`src/rtl/gf2m8_mac_gated.sv`:
```
`default_nettype none
// gf2m8_mac_gated: GF(2^8) multiplier with a clock-gated load/accumulate result register.
// Optional macro GF2M8_ICG_EN selects a latch-based clock gate instead of a flop load-enable.

`ifdef GF2M8_ICG_EN
module gf2m8_icg (
  input  logic clk,
  input  logic en,
  output logic gclk
);
  logic en_lat;

  // Enable is captured only while clk is low, so gclk never glitches during the high phase.
  always_latch begin
    if (!clk) en_lat <= en;
  end

  assign gclk = clk & en_lat;
endmodule
`endif

module gf2m8_mac_gated #(
  parameter logic [8:0] POLY = 9'h11D
) (
  input  logic       clk,
  input  logic       rstn,
  input  logic       ena,
  input  logic       acc,
  input  logic       clr,
  input  logic [7:0] x,
  input  logic [7:0] y,
  output logic [7:0] z,
  output logic [7:0] q,
  output logic       q_vld
);
  logic [14:0] prod;
  logic [7:0]  q_q, q_d;
  logic        vld_q, vld_d;
  logic        gate_en;

  always_comb begin
    prod = '0;
    for (int i = 0; i < 8; i++) begin
      for (int j = 0; j < 8; j++) begin
        prod[i+j] = prod[i+j] ^ (x[i] & y[j]);
      end
    end
    // Fold the high bits down from the top so each reduction clears the bit it targets.
    for (int k = 14; k >= 8; k--) begin
      if (prod[k]) prod = prod ^ (15'(POLY) << (k - 8));
    end
    z = prod[7:0];
  end

  always_comb begin
    q_d   = q_q;
    vld_d = 1'b0;
    if (clr) begin
      q_d   = '0;
      vld_d = 1'b0;
    end else if (ena) begin
      q_d   = acc ? (q_q ^ z) : z;
      vld_d = 1'b1;
    end
  end

  // q_vld is part of the enable so the edge that drops it is still clocked.
  assign gate_en = ena | clr | ~rstn | vld_q;

`ifdef GF2M8_ICG_EN
  logic gclk;

  gf2m8_icg u_icg (
    .clk  (clk),
    .en   (gate_en),
    .gclk (gclk)
  );

  always_ff @(posedge gclk) begin
    if (!rstn) begin
      q_q   <= '0;
      vld_q <= 1'b0;
    end else begin
      q_q   <= q_d;
      vld_q <= vld_d;
    end
  end
`else
  always_ff @(posedge clk) begin
    if (!rstn) begin
      q_q   <= '0;
      vld_q <= 1'b0;
    end else if (gate_en) begin
      q_q   <= q_d;
      vld_q <= vld_d;
    end
  end
`endif

  assign q     = q_q;
  assign q_vld = vld_q;
endmodule

`default_nettype wire

```
`config.mk`:
```
export PLATFORM = sky130hd
export DESIGN_NAME = gf2m8_mac_gated
export DESIGN_NICKNAME = d
export VERILOG_FILES = /design/src/rtl/gf2m8_mac_gated.sv
export SDC_FILE = /design/constraint.sdc
export NUM_CORES = 1
export LEC_CHECK = 0
export ABC_AREA = 1
export BUFFER_PORTS_ARGS = -buffer_cell sky130_fd_sc_hd__buf_4
export CAP_MARGIN = 20
export CORE_ASPECT_RATIO = 0.5
export CORE_MARGIN = 4
export CORE_UTILIZATION = 31
export CTS_CLUSTER_DIAMETER = 40
export DETAILED_ROUTE_END_ITERATION = 8
export PLACE_DENSITY = 0.5
export SLEW_MARGIN = 20
export SYNTH_ARGS = -nofsm -noshare
export SYNTH_HDL_FRONTEND = slang
export SYNTH_SLANG_ARGS = --single-unit
```
`constraint.sdc`:
```
create_clock -name clk -period 1.83 [get_ports clk]
set_input_delay 0.0915 -clock clk [delete_from_list [all_inputs] [get_ports clk]]
set_output_delay 0.0915 -clock clk [all_outputs]
set_load 0.03 [all_outputs]
```
### After elaboration in Yosys (flattened, before gate mapping)

Index checks and enable logic that the tools add are counted.

* register bits after elaboration: 9
* bits of input ports: 21
* output and inout bits: 17
* logic and storage cells: 141

* multiplexer cells: 12
* bitwise logic cells: 125
* reduce and logical (&&, ||, !) cells: 2

Operators by type and width (count)
* $and 1x1->1: 64
* $xor 1x1->1: 49
* $mux 8: 4
* $not 4->4: 7
* $mux 11: 1
* $mux 10: 1
* $mux 9: 1
* $xor 8x8->8: 1
* $mux 7: 1
* $mux 6: 1
* $mux 5: 1
* $or 1x1->1: 3
* $mux 1: 2
* $reduce_and 2->1: 1
* $reduce_bool 2->1: 1
* $not 1->1: 1

### Logic depth before layout (Yosys ltp)

* depth in word-level cells: 25
* mapped depth: 19

### Worst setup path before layout

No wires, ideal clock.

* path type: input port to flip-flop
* start point: in y[7]
* end point: reg q_q[2] (netlist: q[2])
* library setup time: 0.114 ns
* arrival: 1.749 ns
* required time: 1.716 ns
* path slack: -0.034 ns
* stages on the path: 14
* cells stage by stage: buf_4 -> nand2_1 -> inv_1 -> nand2_1 -> nand3_1 -> nand2_1 -> nand2_1 -> nand2_1 -> nand2_1 -> nand2_4 -> xor2_1 -> nand2_1 -> nand3_1 -> nand2_1

* cells in the longest elaborated chain, start to end: 18
* elaborated cells on any way between the ends: 32

Ends and longest elaborated chain
* from (decl): line 31 `input logic [7:0] y,`
* $and 1x1->1: line 45 `prod[i+j] = prod[i+j] ^ (x[i] & y[j]);`
* $xor 1x1->1 (6 in series): line 45
* $not 4->4 (no line)
* $mux 11: line 50 `if (prod[k]) prod = prod ^ (15'(POLY) << (k - 8));`
* $not 4->4 (no line)
* $mux 10: line 50
* $not 4->4 (no line)
* $mux 9: line 50
* $mux 5 *: line 50
* via z[2]: line 32 `output logic [7:0] z,`
* $xor 8x8->8: line 62 `q_d = acc ? (q_q ^ z) : z;`
* $mux 8 *: line 62
* $mux 8 *: line 61 `end else if (ena) begin`
* $mux 8 *: line 58 `if (clr) begin`
* to (signal assigned): line 94 `q_q <= q_d;`
* to (decl): line 37 `logic [7:0] q_q, q_d;`

Mark *: on every way through the listed nets, which the timed path passes. The rest lies on a longest branch. The select of a mux whose other input is x is not followed.
A chain may end at the register's enable or synchronous reset.

### Worst setup path in the final report

* start point: in y[6]
* end point: out z[1]

* cells in the longest elaborated chain, start to end: 12
* elaborated cells on any way between the ends: 14

Ends and longest elaborated chain (line)
* $and 1x1->1: 45
* $xor 1x1->1 (5 in series): 45
* $not 4->4 (no line)
* $mux 11: 50
* $not 4->4 (no line)
* $mux 10 *: 50
* $mux 6 *: 50
* $mux 5 *: 50
* to (decl): 32

Every way passes the cells marked *; elsewhere a longest branch is shown, timed or not.

==> flow_summary.ini <==
[outcome]
status = completed

[cts]
clkLatencyLatePin_ns = 0.24
cts-hold-fix-buffers = 0
cts_sinks = 9
cts_tree = yes
cts_root_buf = clkbuf_16
cts_made_buffers = 3
clkTransAtPathRegs_ns = 0.04
htree_levels = 1
cts_buffer_depth = 2

[setup_path]
r2r_cells = 4
path_max_fanout = 9
slowest_stage = xnor2_1
cp_common_cell = nand2_1
start_kind = input port
rr_startpoint = q[5]$_SDFFE_PN0P_
max_stage_delay_ns = 0.28
cp-end-kind = output port
crit_type = in2out
reg2reg_to = q[5]$_SDFFE_PN0P_
required_ns = 1.74
setup.worst_path.start = y[6]
critPathArrivalTime_ns = 1.57
path_cells = buf_4, nand2_1, xnor2_1, nand2_1, nand2_1, inv_1, nand2_1, nand2_4, xnor2_1, inv_1, buf_4
rrSetupSlack_ns = 1.02

[worst_hold_path]
worstHoldPathCells = 4
hold_end = q[0]$_SDFFE_PN0P_
holdCritStartpoint = acc
hp-class = in2reg

[layout]
final_core_util_pct = 40.16
antenna_cells = 0
nets = 442
drive_above_1_share_pct = 17.14
syn_to_final_growth_pct = 21.88

[pwr]
worst_ir_drop_vdd_mv = 0.2665
p_leak_nw = 1.427
power_density_nw_per_um2 = 774.2
power.total_mw = 1.937

[placement]
gp_congestion = 0.8299
pre_cts_ws_ns = 0.02111
dp_hpwl_um = 4902
portBuffers = 37

[detailed_routing]
routed_via_density = 4.490
drt-initial-drc-count = 159
avgRoutedWirePerCell_um = 11.76
dr.pass1.iters = 5
num_vias = 2281
drc_errors = 0
routed_wl_um = 5972
ant_nets = 0

[logic_synthesis]
synth.distinct_cells = 23
synth_area_leader_cell = nand2_1
ys_warn_count = 0
yosysSeqAreaShare_pct = 8.775
syn-instance-count = 393
syn_nets = 414
ys_seq_elements = 9
synth_top_area_share_pct = 37.66
ys_top_cells_by_area = nand2_1 (38%), nand3_1 (12%), xnor2_1 (12%), dfxtp_1 (8.8%), inv_1 (6.2%)
synth_area_per_cell_um2 = 5.224
synth_area_um2 = 2053

[grt]
grt_max_degree = 12
grt_pass1_wl_um = 10120
grt_pass1_vias = 2136
grt-ovfl-total = 0
grt.total_usage_pct = 15.64
antenna_found_initial = 0

[flow_run]
max-cap-violations = 0

[timing]
slew_headroom_pct = 79.54
period_share_pct = 91.02
tightest_slew_ns = 0.3047
timing.final.crit_period_ns = 1.666
rsz0062_at_grt = no
slew_viol_final = 0
hold_viol = 0
worst_slack_ns = 0.1644
setup_viol = 0
fmax_mhz = 600.4
skew_ns = 0
tns_ns = 0

[floorplan]
num_io_pins = 38
die_h_um = 65.55
core_area_um2 = 6231
fp.dieW_um = 123.1
die-area_um2 = 8068
start_util_pct = 32.95
floorplan.rows = 20
power by group:
part | total [mW] | switching (mW) | leakage, nW | internal (mW)
Sequential | 0.228 | 0.0137 | 0.0733 | 0.215
Clock | 0.388 | 0.0966 | 0.0382 | 0.291
Combinational | 1.32 | 0.830 | 1.32 | 0.491
cells in the mapped netlist:
cell type  number
buf_6           1
xor2_2          3
xnor2_2         1
xnor2_1        29
dfxtp_1         9
or2_1           1
nand3_2         2
nor2_2          1
nand4_1         2
nand3_1        51
nand2_1       206
nor2_1          3
xor2_1         12
o21ai_1         1
nand3b_1        4
nand2_2         7
clkinv_1        3
inv_2           4
nand2_4         3
buf_2          12
inv_1          34
buf_4           3
clkbuf_1        1
final cells by class:
class,instances,area (um2)
Fill cell,669,3729
Multi-Input combinational cell,326,1672
Timing Repair Buffer,40,307.8
Sequential cell,9,180.2
Inverter,41,153.9
Tap cell,88,110.1
Clock buffer,4,78.83
routing by layer:
metal,vias to the layer above,share of wire (%),wire [um],global-route usage [%]
met4,0,0.49,29,3.448
met2,63,38,2292,24.34
met3,2,7.8,463,1.806
met1,979,53,3187,23.01
met5,-,0,0,0
li1,1237,-,-,-
cells by family (layout without fill, tap and decap cells):
family / count (synthesis) / in the layout / synth area share, %
AND/OR/NAND/NOR: 280 / 280 / 58.07
buffers and inverters: 58 / 85 / 12.25
XOR/XNOR: 45 / 45 / 20.66
flip-flops: 9 / 9 / 8.775
AO/OA/AOI/OAI: 1 / 1 / 0.2435
repair_timing:
| item | in CTS | in global routing |
|---|---|---|
| endpoints found under the hold margin | 0 | 0 |
| endpoints found under the setup margin | 0 | 8 |
| gates resized for setup | 0 | 12 |
| setup buffers | 0 | 2 |
through the flow:
step / cell area (um2) / hold slack [ns] / std cells
global route: 2502 / 0.2563 / 508
CTS: 2437 / 0.2333 / 506
detailed placement: 2359 / 0.4648 / 502
global placement: 2359 / 0.4572 / 502
finish: 2502 / 0.2328 / 508
floorplan: 2061 / 0.3167 / 393
cells in the final DEF, fill, tap and decap left out, types with 4 or more instances in the layout:
cell	count
xor2_2	5
xnor2_1	28
nand2_4	5
buf_4	38
nand3b_1	4
inv_1	34
dfxtp_1	9
nand3_1	51
xor2_1	10
nand2_1	201
nand2_2	10
inv_2	4
worst max-delay path, delay by kind of cell:
| family | cells | cell delay [ns] |
|---|---|---|
| buffers and inverters | 4 | 0.49 |
| XOR/XNOR | 2 | 0.46 |
| AND/OR/NAND/NOR | 5 | 0.54 |
registers in the layout (all words and copies together), names as in the netlist:
signal / count
q: 8
q_vld: 1
worst max-delay path by stage:
stage                        end
2_1_floorplan  q[4]$_SDFFE_PN0P_
3_3_place_gp   q[4]$_SDFFE_PN0P_
3_5_place_dp   q[4]$_SDFFE_PN0P_
4_1_cts                     z[5]
5_1_grt                     z[7]
6_report                    z[1]
(Power assumes the default switching activity.)
